## config.mk

```make
export PLATFORM = sky130hd
export DESIGN_NAME = video_timing
export DESIGN_NICKNAME = d
export VERILOG_FILES = /design/src/rtl/video_timing.sv
export SDC_FILE = /design/constraint.sdc
export NUM_CORES = 1
export LEC_CHECK = 0
export ABC_AREA = 1
export CORE_UTILIZATION = 55
export CTS_BUF_LIST = sky130_fd_sc_hd__clkbuf_16
export CTS_CLUSTER_SIZE = 40
export DETAILED_ROUTE_END_ITERATION = 6
export PLACE_DENSITY = 0.87
export SYNTH_ARGS = -nofsm -noshare
export SYNTH_HDL_FRONTEND = slang
export SYNTH_SLANG_ARGS = --single-unit
export TNS_END_PERCENT = 1
```

## constraint.sdc

```tcl
create_clock -name clk -period 2.2 [get_ports clk]
set_input_delay 0.55 -clock clk [delete_from_list [all_inputs] [get_ports clk]]
set_output_delay 0.55 -clock clk [all_outputs]
set_load 0.005 [all_outputs]
```

## src/rtl/video_timing.sv

```systemverilog
// Raster timing generator: pixel/line counters with registered visible,
// sync and start-of-line/frame decode derived from the next position.
module video_timing #(
    parameter int H_VISIBLE        = 1024,
    parameter int H_FRONT          = 24,
    parameter int H_SYNC           = 136,
    parameter int H_BACK           = 160,
    parameter int V_VISIBLE        = 768,
    parameter int V_FRONT          = 3,
    parameter int V_SYNC           = 6,
    parameter int V_BACK           = 29,
    parameter int SYNC_ACTIVE_HIGH = 0
) (
    input  logic        clk,
    input  logic        rst_n,
    input  logic        ce,
    output logic [15:0] x,
    output logic [15:0] y,
    output logic        visible,
    output logic        hsync,
    output logic        vsync,
    output logic        line_start,
    output logic        frame_start
);

    localparam int H_TOTAL = H_VISIBLE + H_FRONT + H_SYNC + H_BACK;
    localparam int V_TOTAL = V_VISIBLE + V_FRONT + V_SYNC + V_BACK;

    if (H_VISIBLE < 1 || H_FRONT < 1 || H_SYNC < 1 || H_BACK < 1 ||
        V_VISIBLE < 1 || V_FRONT < 1 || V_SYNC < 1 || V_BACK < 1 ||
        H_TOTAL > 65536 || V_TOTAL > 65536) begin : g_bad_params
        $error("video_timing: illegal timing parameters");
    end

    localparam logic [15:0] H_LAST = 16'(H_TOTAL - 1);
    localparam logic [15:0] V_LAST = 16'(V_TOTAL - 1);

    // Thresholds kept 32 bits wide so a boundary equal to 65536 cannot alias to 0.
    localparam logic [31:0] H_VIS_END  = 32'(H_VISIBLE);
    localparam logic [31:0] H_SYNC_BEG = 32'(H_VISIBLE + H_FRONT);
    localparam logic [31:0] H_SYNC_END = 32'(H_VISIBLE + H_FRONT + H_SYNC);
    localparam logic [31:0] V_VIS_END  = 32'(V_VISIBLE);
    localparam logic [31:0] V_SYNC_BEG = 32'(V_VISIBLE + V_FRONT);
    localparam logic [31:0] V_SYNC_END = 32'(V_VISIBLE + V_FRONT + V_SYNC);

    localparam logic SYNC_ON = (SYNC_ACTIVE_HIGH != 0);

    logic [15:0] x_q, x_d;
    logic [15:0] y_q, y_d;
    logic        visible_q, visible_d;
    logic        hsync_q, hsync_d;
    logic        vsync_q, vsync_d;
    logic        line_start_q, line_start_d;
    logic        frame_start_q, frame_start_d;

    logic [31:0] x_ext;
    logic [31:0] y_ext;
    logic        h_in_sync;
    logic        v_in_sync;

    // Next position and its decode; decoding the next value keeps the
    // registered flags aligned with the registered position.
    always_comb begin
        x_d           = x_q;
        y_d           = y_q;
        visible_d     = visible_q;
        hsync_d       = hsync_q;
        vsync_d       = vsync_q;
        line_start_d  = 1'b0;
        frame_start_d = 1'b0;
        x_ext         = 32'd0;
        y_ext         = 32'd0;
        h_in_sync     = 1'b0;
        v_in_sync     = 1'b0;

        if (ce) begin
            if (x_q == H_LAST) begin
                x_d          = 16'd0;
                line_start_d = 1'b1;
                if (y_q == V_LAST) begin
                    y_d           = 16'd0;
                    frame_start_d = 1'b1;
                end else begin
                    y_d = y_q + 16'd1;
                end
            end else begin
                x_d = x_q + 16'd1;
            end

            x_ext     = {16'd0, x_d};
            y_ext     = {16'd0, y_d};
            h_in_sync = (x_ext >= H_SYNC_BEG) && (x_ext < H_SYNC_END);
            v_in_sync = (y_ext >= V_SYNC_BEG) && (y_ext < V_SYNC_END);
            visible_d = (x_ext < H_VIS_END) && (y_ext < V_VIS_END);
            hsync_d   = h_in_sync ? SYNC_ON : ~SYNC_ON;
            vsync_d   = v_in_sync ? SYNC_ON : ~SYNC_ON;
        end
    end

    // State registers; reset parks on the last pixel so the first enabled
    // edge lands on (0,0) with both start pulses.
    always_ff @(posedge clk) begin
        if (!rst_n) begin
            x_q           <= H_LAST;
            y_q           <= V_LAST;
            visible_q     <= 1'b0;
            hsync_q       <= ~SYNC_ON;
            vsync_q       <= ~SYNC_ON;
            line_start_q  <= 1'b0;
            frame_start_q <= 1'b0;
        end else begin
            x_q           <= x_d;
            y_q           <= y_d;
            visible_q     <= visible_d;
            hsync_q       <= hsync_d;
            vsync_q       <= vsync_d;
            line_start_q  <= line_start_d;
            frame_start_q <= frame_start_d;
        end
    end

    assign x           = x_q;
    assign y           = y_q;
    assign visible     = visible_q;
    assign hsync       = hsync_q;
    assign vsync       = vsync_q;
    assign line_start  = line_start_q;
    assign frame_start = frame_start_q;

endmodule

```

Word-level counts from Yosys, hierarchy flattened. Cells that the tools add are included.

Logic and storage cells: 31. Output and inout port bits: 37. Register bits: 37. Bits of input ports: 3.

Muxes and demuxes: 9. Add/subtract/negate cells: 2. $lt $le $gt $ge: 6. Equality and inequality tests: 2. Reduce and logical (&&, ||, !) cells: 5.

Operator list (number): two-way mux 16 bit (5); adder 16 x 1 -> 16 bit (second input constant) (2); < comparator 16 x 10 -> 1 bit (second input constant) (2); < comparator 16 x 11 -> 1 bit (second input constant) (2); == test 16 x 10 -> 1 bit (second input constant) (1); == test 16 x 11 -> 1 bit (second input constant) (1); >= comparator 16 x 10 -> 1 bit (second input constant) (1); >= comparator 16 x 11 -> 1 bit (second input constant) (1); two-way mux 1 bit (4); logical AND 1 bit (3); AND reduction 3 bit (1); AND reduction 2 bit (1).

Longest topological paths before layout. Gate-level depths: netlist (run 1).

Depth after elaboration: 7. Depth in mapped cells: 16. Mapped depth without buffers: 15.

Least setup slack after synthesis (run 1). OpenSTA, ideal clock, no wires.

Path type: reg-to-reg. Start point: register x_q[0] (netlist: x[0]). End point: register vsync_q (netlist: vsync). Period minus slack after synthesis: 1.743 ns. Data required time: 2.085 ns. Stages on the path, launching flop included: 14. Slack: 0.457 ns. Library setup time: 0.115 ns. Path buffers: 1. Arrival time: 1.629 ns. Cell sequence: dfxtp_1 -> ha_1 -> nand3_2 -> inv_2 -> nand2_4 -> nor2_8 -> buf_8 -> nor2_2 -> a21oi_2 -> nand2_1 -> nor2_1 -> nand3_1 -> nand2_1 -> nand2_1.

Cells in the longest elaborated chain, start to end: 6. Elaborated cells between the ends (all ways): 7. Classes of those cells: order compare: 2; eq/ne: 1; mux: 3; reduce/logical: 1.

Ends and longest elaborated chain: start: declaration (RTL line 48) `logic [15:0] x_q, x_d;`; start signal: assignment (RTL line 104) `x_q <= H_LAST;`; start signal: assignment (RTL line 112) `x_q <= x_d;`; == test 16 x 11 -> 1 bit * (RTL line 77) `if (x_q == H_LAST) begin`; two-way mux 16 bit * (RTL line 77); two-way mux 16 bit * (RTL line 76) `if (ce) begin`; >= comparator 16 x 10 -> 1 bit / < comparator 16 x 10 -> 1 bit (equally long branches) (RTL line 93) `v_in_sync = (y_ext >= V_SYNC_BEG) && (y_ext < V_SYNC_END);`; logical AND 1 bit * (RTL line 93); two-way mux 1 bit * (RTL line 96) `vsync_d = v_in_sync ? SYNC_ON : ~SYNC_ON;`; end signal: assignment (RTL line 108) `vsync_q <= ~SYNC_ON;`; end signal: assignment (RTL line 116) `vsync_q <= vsync_d;`; end: declaration (RTL line 52) `logic vsync_q, vsync_d;`.

Mark *: on every way between the ends. The rest lies on a longest branch, timed or not. The select of a mux whose other input is x is not followed. A chain may end at the register's enable or synchronous reset.

Worst setup path after layout (run 1).
Start point: register x_q[1] (netlist: x[1]). End point: register vsync_q (netlist: vsync).

Same word-level chain as after synthesis.

==> impl_metrics.toml, run 1 <==
[power_and_ir_drop]
p_sw_mw = 0.6989
comb_power_share_pct = 26.3
p_int_mw = 1.478
power.share.sequential_pct = 36.5
vdd.ir_drop.worst_v = 0.0004795
power_density_mw_per_mm2 = 647.1
switching_share_pct = 32.10
p_clk_share_pct = 37.2
p_leak_nw = 1.603

[drt]
drt_iter0_drc = 308
ant_nets = 0
vias = 3148
vias_per_cell = 5.582
wl_um = 7684
wl_per_cell_um = 13.62
drt_pass1_iterations = 5
drc = 0

[clock_tree]
clkLatencyLatePin_ps = 280
cts_tree = "built"
cts_max_level = 2
cts-buffers-inserted = 5
cts.clk_slew.worst_paths_ps = 60
clock_path_buffers = 2
cts.sinks = 37
clockRootBuffer = "clkbuf_16"

[layout]
drive_gt1_share_pct = 10.87
stdcell_count = 564
multi_input_area_mm2 = 0.001673
final_nets = 502
n_antenna_cell = 0
num-fill-cells = 404
areaGrowthSynthToFinish_pct = 24.66
seqCellArea_um2 = 742.0

[job]
drv_cap = 0

[die]
row_count = 25
die_h_um = 72.05
dieArea_mm2 = 0.005191
start_util_pct = 57.14
core_mm2 = 0.004723
die_width_um = 72.05
num_io_pins = 40

[sta]
finalHoldViolCount = 0
finalSetupViolations = 0
slew_viol_final = 0
fmax_mhz = 486.6
period_share_pct = 93.42
worst_slew_pin_slew_ps = 489.2
period_needed_ps = 2055
finalSetupTns_ps = 0
slew-limit-headroom_pct = 67.27
rsz0062_at_grt = "no"
finClkSkew_ps = 8.154

[critical_path]
arrival_ps = 2230
worstSetupPathType = "reg -> reg"
reg2reg_depth = 13
required_ps = 2380
endpoint_kind = "register"
critPathLaunchType = "register"
cp_max_fo = 5
r2r_slack_ps = 140

[grt]
grt_pass1_wl_um = 12550
grtUsageMet2_pct = 46.75
grt_pass1_vias = 2668
busiest_layer = "met2"
gr-total-overflow = 0
grt.total_usage_pct = 30.88
grt_max_degree = 36
grt_use_met3_pct = 5.139
antenna_found_initial = 0
use_met1_pct = 45.15

[logic_synthesis]
synthArstFlopShare_pct = 0
netlist-cell-type-count = 34
synth_warnings = 0
syn_nets = 456
syn_area_mm2 = 0.002699
synth-seq-area-share_pct = 27.45
ys.flop_type = "dfxtp_1"
syn_inst = 450
ys_ff_latch = 37
syn_avg_cell_area_um2 = 5.997
synth_edf_count = 0

[worst_hold_path]
hold_class = "reg -> reg"
min_path_cells = 2

[placed_design]
port_buffers = 39
dp_cells = 551
dp_hpwl_um = 5599
gp_congestion = 0.9560

[status]
outcome = "completed"
==> path summary, 6_finish.rpt <==
check	start	endpoint
worst max register to register	x[1]$_SDFFE_PN1P_	vsync$_SDFFE_PN1P_
worst max-delay path	x[1]$_SDFFE_PN1P_	vsync$_SDFFE_PN1P_
worst min-delay path	hsync$_SDFFE_PN1P_	hsync$_SDFFE_PN1P_
worst min register to register	hsync$_SDFFE_PN1P_	hsync$_SDFFE_PN1P_
==> power by group through the flow <==
stage               Sequential [mW]  Clock (mW)  Combinational [mW]
finish                        0.794       0.810               0.573
global placement              0.805           0               0.533
CTS                           0.791       0.815               0.549
floorplan                     0.789           0               0.371
detailed placement            0.805           0               0.545
global route                  0.802       0.843               0.638
==> sequential cells by signal (all words and copies together), names as in the netlist <==
name         count
hsync            1
y               16
line_start       1
frame_start      1
x               16
vsync            1
visible          1
==> worst max-delay path: stages, from the launching register on <==
cell	delay, ps
dfxtp_1	410
ha_2	240
nand3_2	150
nor2_4	240
buf_4	190
nand3_1	80
nand2_1	90
nand2_1	70
inv_1	60
nand2_1	70
nor2_1	140
nand3_1	90
nand2_1	70
nand2_1	40
==> timing repair <==
action,CTS,global route
buffers inserted,0,5
resized for setup,0,4
hold buffers,0,0
setup endpoints to repair,0,2
==> synth_stat cells (4+ instances only) <==
master,count,share of area (%)
clkinv_1,4,0.56
inv_2,6,0.83
inv_1,46,6.4
o211ai_1,5,1.4
o21ai_0,35,6.5
a21oi_1,25,4.6
clkbuf_1,8,1.1
xor2_1,6,1.9
nand2_1,120,17
dfxtp_1,37,27
nand3_1,41,7.6
nand2_2,11,2.5
nand4_1,14,3.2
nor2_1,60,8.3
nor2_2,6,1.4
==> layout by cell type (no fill, tap or decap), types with 2 or more instances in the layout <==
cell type	netlist	final
nand2_1	120	120
nor2_1	60	59
inv_1	46	47
nand3_1	41	41
clkdlybuf4s50_1	0	39
dfxtp_1	37	36
o21ai_0	35	35
a21oi_1	25	25
nand4_1	14	14
buf_4	1	13
nand2_2	11	10
nor2_2	6	7
inv_2	6	6
xor2_1	6	6
o211ai_1	5	5
clkinv_1	4	5
clkbuf_16	0	5
nor3_1	3	3
nor2_4	3	3
nand2_4	1	2
ha_1	3	2
==> cell families (layout without fill, tap and decap cells) <==
logic type                 after synthesis  after routing  share of synthesized area, %
AOI/OAI and AO/OA                       69             69                         13.72
xor gates and xnor gates                 6              6                         1.947
adders and majority gates                3              3                         1.391
buffers and inverters                   70            117                         10.94
DFF                                     37             37                         27.45
and+or+nand+nor                        265            265                         44.55
==> final cells by class <==
cell class / instances / share of cell area [%]
well taps: 67 / 2.492
multi-input cells: 343 / 49.72
clock inverters: 3 / 1.116
flip-flops and latches: 37 / 22.05
clock buffers: 5 / 3.719
repair buffers: 52 / 14.50
inverters: 57 / 6.396
==> layer usage <==
layer,wire [µm],part of all wire (%)
met1,3495,45
met2,3364,44
met3,667,8.7
met4,157,2.0
met5,0,0
==> through the flow <==
step / hold WS, ps / util, % / power, mW / instance area, µm² / setup WS [ps]
6_report: 472.1 / 71.23 / 2.177 / 3364 / 144.7
5_1_grt: 497.1 / 71.23 / 2.283 / 3364 / 12.11
4_1_cts: 475.3 / 70.20 / 2.155 / 3316 / 95.70
3_5_place_dp: 458.2 / 66.76 / 1.350 / 3153 / 126.4
3_3_place_gp: 454.1 / 66.76 / 1.338 / 3153 / 167.0
2_1_floorplan: 465.2 / - / 1.159 / 2699 / 456.6
Power figures use the tool's default switching activity.
==> run 2: changes to the inputs <==
CORE_UTILIZATION = 59   (was 55)
PLACE_DENSITY = 0.92   (was 0.87)
REMOVE_ABC_BUFFERS = 1   (was unset)
clock period = 2.4 ns   (was 2.2 ns; I/O delays follow)
==> impl_metrics.toml, run 2 (synthesis gave the netlist of run 1 again) <==
[die]
dieArea_mm2 = 0.004849
start_util_pct = 61.56
core_mm2 = 0.004384
die_width_um = 69.64
row_count = 24
num_io_pins = 40
die_h_um = 69.64

[clock_tree]
clockRootBuffer = "clkbuf_16"
clock_path_buffers = 2
cts_tree = "built"
clkLatencyLatePin_ps = 290
cts_hold_buf = 0
cts.clk_slew.worst_paths_ps = 60
cts.sinks = 37
cts-buffers-inserted = 5
cts_max_level = 2

[drt]
drt_iter0_drc = 372
drt_pass1_iterations = 5
ant_nets = 0
vias = 3118
vias_per_cell = 5.753
wl_per_cell_um = 14.44
drc = 0
wl_um = 7829

[power_and_ir_drop]
vdd.ir_drop.worst_v = 0.0004148
p_total_mw = 1.985
power_density_mw_per_mm2 = 604.3
p_leak_nw = 1.557

[grt]
antenna_found_initial = 0
grt_max_degree = 36
grt_pass1_wl_um = 13050
grt.total_usage_pct = 33.58
gr-total-overflow = 0
grt_pass1_vias = 2814

[sta]
slew_viol_final = 0
finalSetupViolations = 0
period_share_pct = 91.49
finClkSkew_ps = 8.055
fmax_mhz = 455.4
finalSetupTns_ps = 0
finalHoldViolCount = 0
period_needed_ps = 2196
worst_slew_pin_slew_ps = 361.0
slew-limit-headroom_pct = 75.91
rsz0062_at_grt = "no"

[critical_path]
cp_max_fo = 15
arrival_ps = 2380
required_ps = 2580
r2r_slack_ps = 200
reg2reg_depth = 14
rr_endpoint = "vsync$_SDFFE_PN1P_"
endpoint_kind = "register"
worstSetupPathType = "reg -> reg"
critPathLaunchType = "register"
reg2reg_from = "x[0]$_SDFFE_PN1P_"

[worst_hold_path]
min_path_cells = 2
hp-start = "hsync$_SDFFE_PN1P_"
hold_class = "reg -> reg"
holdPathEnd = "hsync$_SDFFE_PN1P_"

[placed_design]
port_buffers = 39
dp_hpwl_um = 5754
gp_congestion = 0.9531

[job]
drv_cap = 0

[layout]
num-fill-cells = 367
drive_gt1_share_pct = 9.184
final_nets = 495
areaGrowthSynthToFinish_pct = 21.70
final_cell_mix = "120 x nand2_1, 59 x nor2_1, 47 x inv_1"
final_common_cell = "nand2_1"
n_antenna_cell = 0

[status]
outcome = "completed"
run 2: repair_timing:
item                                    in CTS  in global routing
buffers inserted                             0                  0
resized for setup                            0                  1
endpoints found under the setup margin       0                  1
run 2: layer usage:
layer,wire [µm],vias up,GRT usage (%)
met1,3371,1391,45.39
met4,105,0,10.22
met3,749,12,5.669
met5,0,-,0
li1,-,1538,-
met2,3603,177,54.80
run 2: worst max path at each step:
stage,startpoint,endpoint,slack (ps)
floorplan,x[0]$_SDFFE_PN1P_,vsync$_SDFFE_PN1P_,670
global placement,x[0]$_SDFFE_PN1P_,vsync$_SDFFE_PN1P_,390
detailed placement,x[0]$_SDFFE_PN1P_,vsync$_SDFFE_PN1P_,300
CTS,x[0]$_SDFFE_PN1P_,vsync$_SDFFE_PN1P_,250
global route,y[0]$_SDFFE_PN1P_,visible$_SDFFE_PN0P_,60
finish,x[0]$_SDFFE_PN1P_,vsync$_SDFFE_PN1P_,200
run 2: where the power goes:
part           leakage [nW]  internal, mW  switching, mW
clock network        0.0826         0.483          0.260
logic                  1.17         0.203          0.310
registers             0.305         0.656         0.0726
run 2: worst max-delay path: stages (launching register included):
cell and delay (ps):
dfxtp_1 410, ha_1 250, nand3_2 170, inv_2 130, nand2_4 80, nor2_8 260
nand2_1 90, nand2_1 110, inv_1 70, nor2_1 160, nand2_1 70, nor2_1 100
nand3_1 90, nand2_1 60, nand2_1 40
run 2: through the flow:
| stage | instance area, µm² | hold WS, ps | setup slack, ps | utilization, % | std cells |
|---|---|---|---|---|---|
| final | 3284 | 505.3 | 204.1 | 74.91 | 542 |
| after global routing | 3284 | 523.7 | 62.97 | 74.91 | 542 |
| after CTS | 3282 | 498.3 | 247.5 | 74.86 | 542 |
| after detailed placement | 3119 | 483.9 | 295.6 | 71.15 | 534 |
| after global placement | 3119 | 469.9 | 393.0 | 71.15 | 534 |
| after floorplan | 2619 | 465.2 | 665.1 | - | 437 |
run 2: cell type report:
| cell class | instances | area, µm² | share of cell area [%] |
|---|---|---|---|
| Clock buffer | 5 | 125.1 | 3.810 |
| Clock inverter | 3 | 37.54 | 1.143 |
| Inverter | 57 | 215.2 | 6.552 |
| Multi-Input combinational cell | 343 | 1665 | 50.70 |
| Sequential cell | 37 | 740.7 | 22.55 |
| Tap cell | 52 | 65.06 | 1.981 |
| Timing Repair Buffer | 45 | 435.4 | 13.26 |
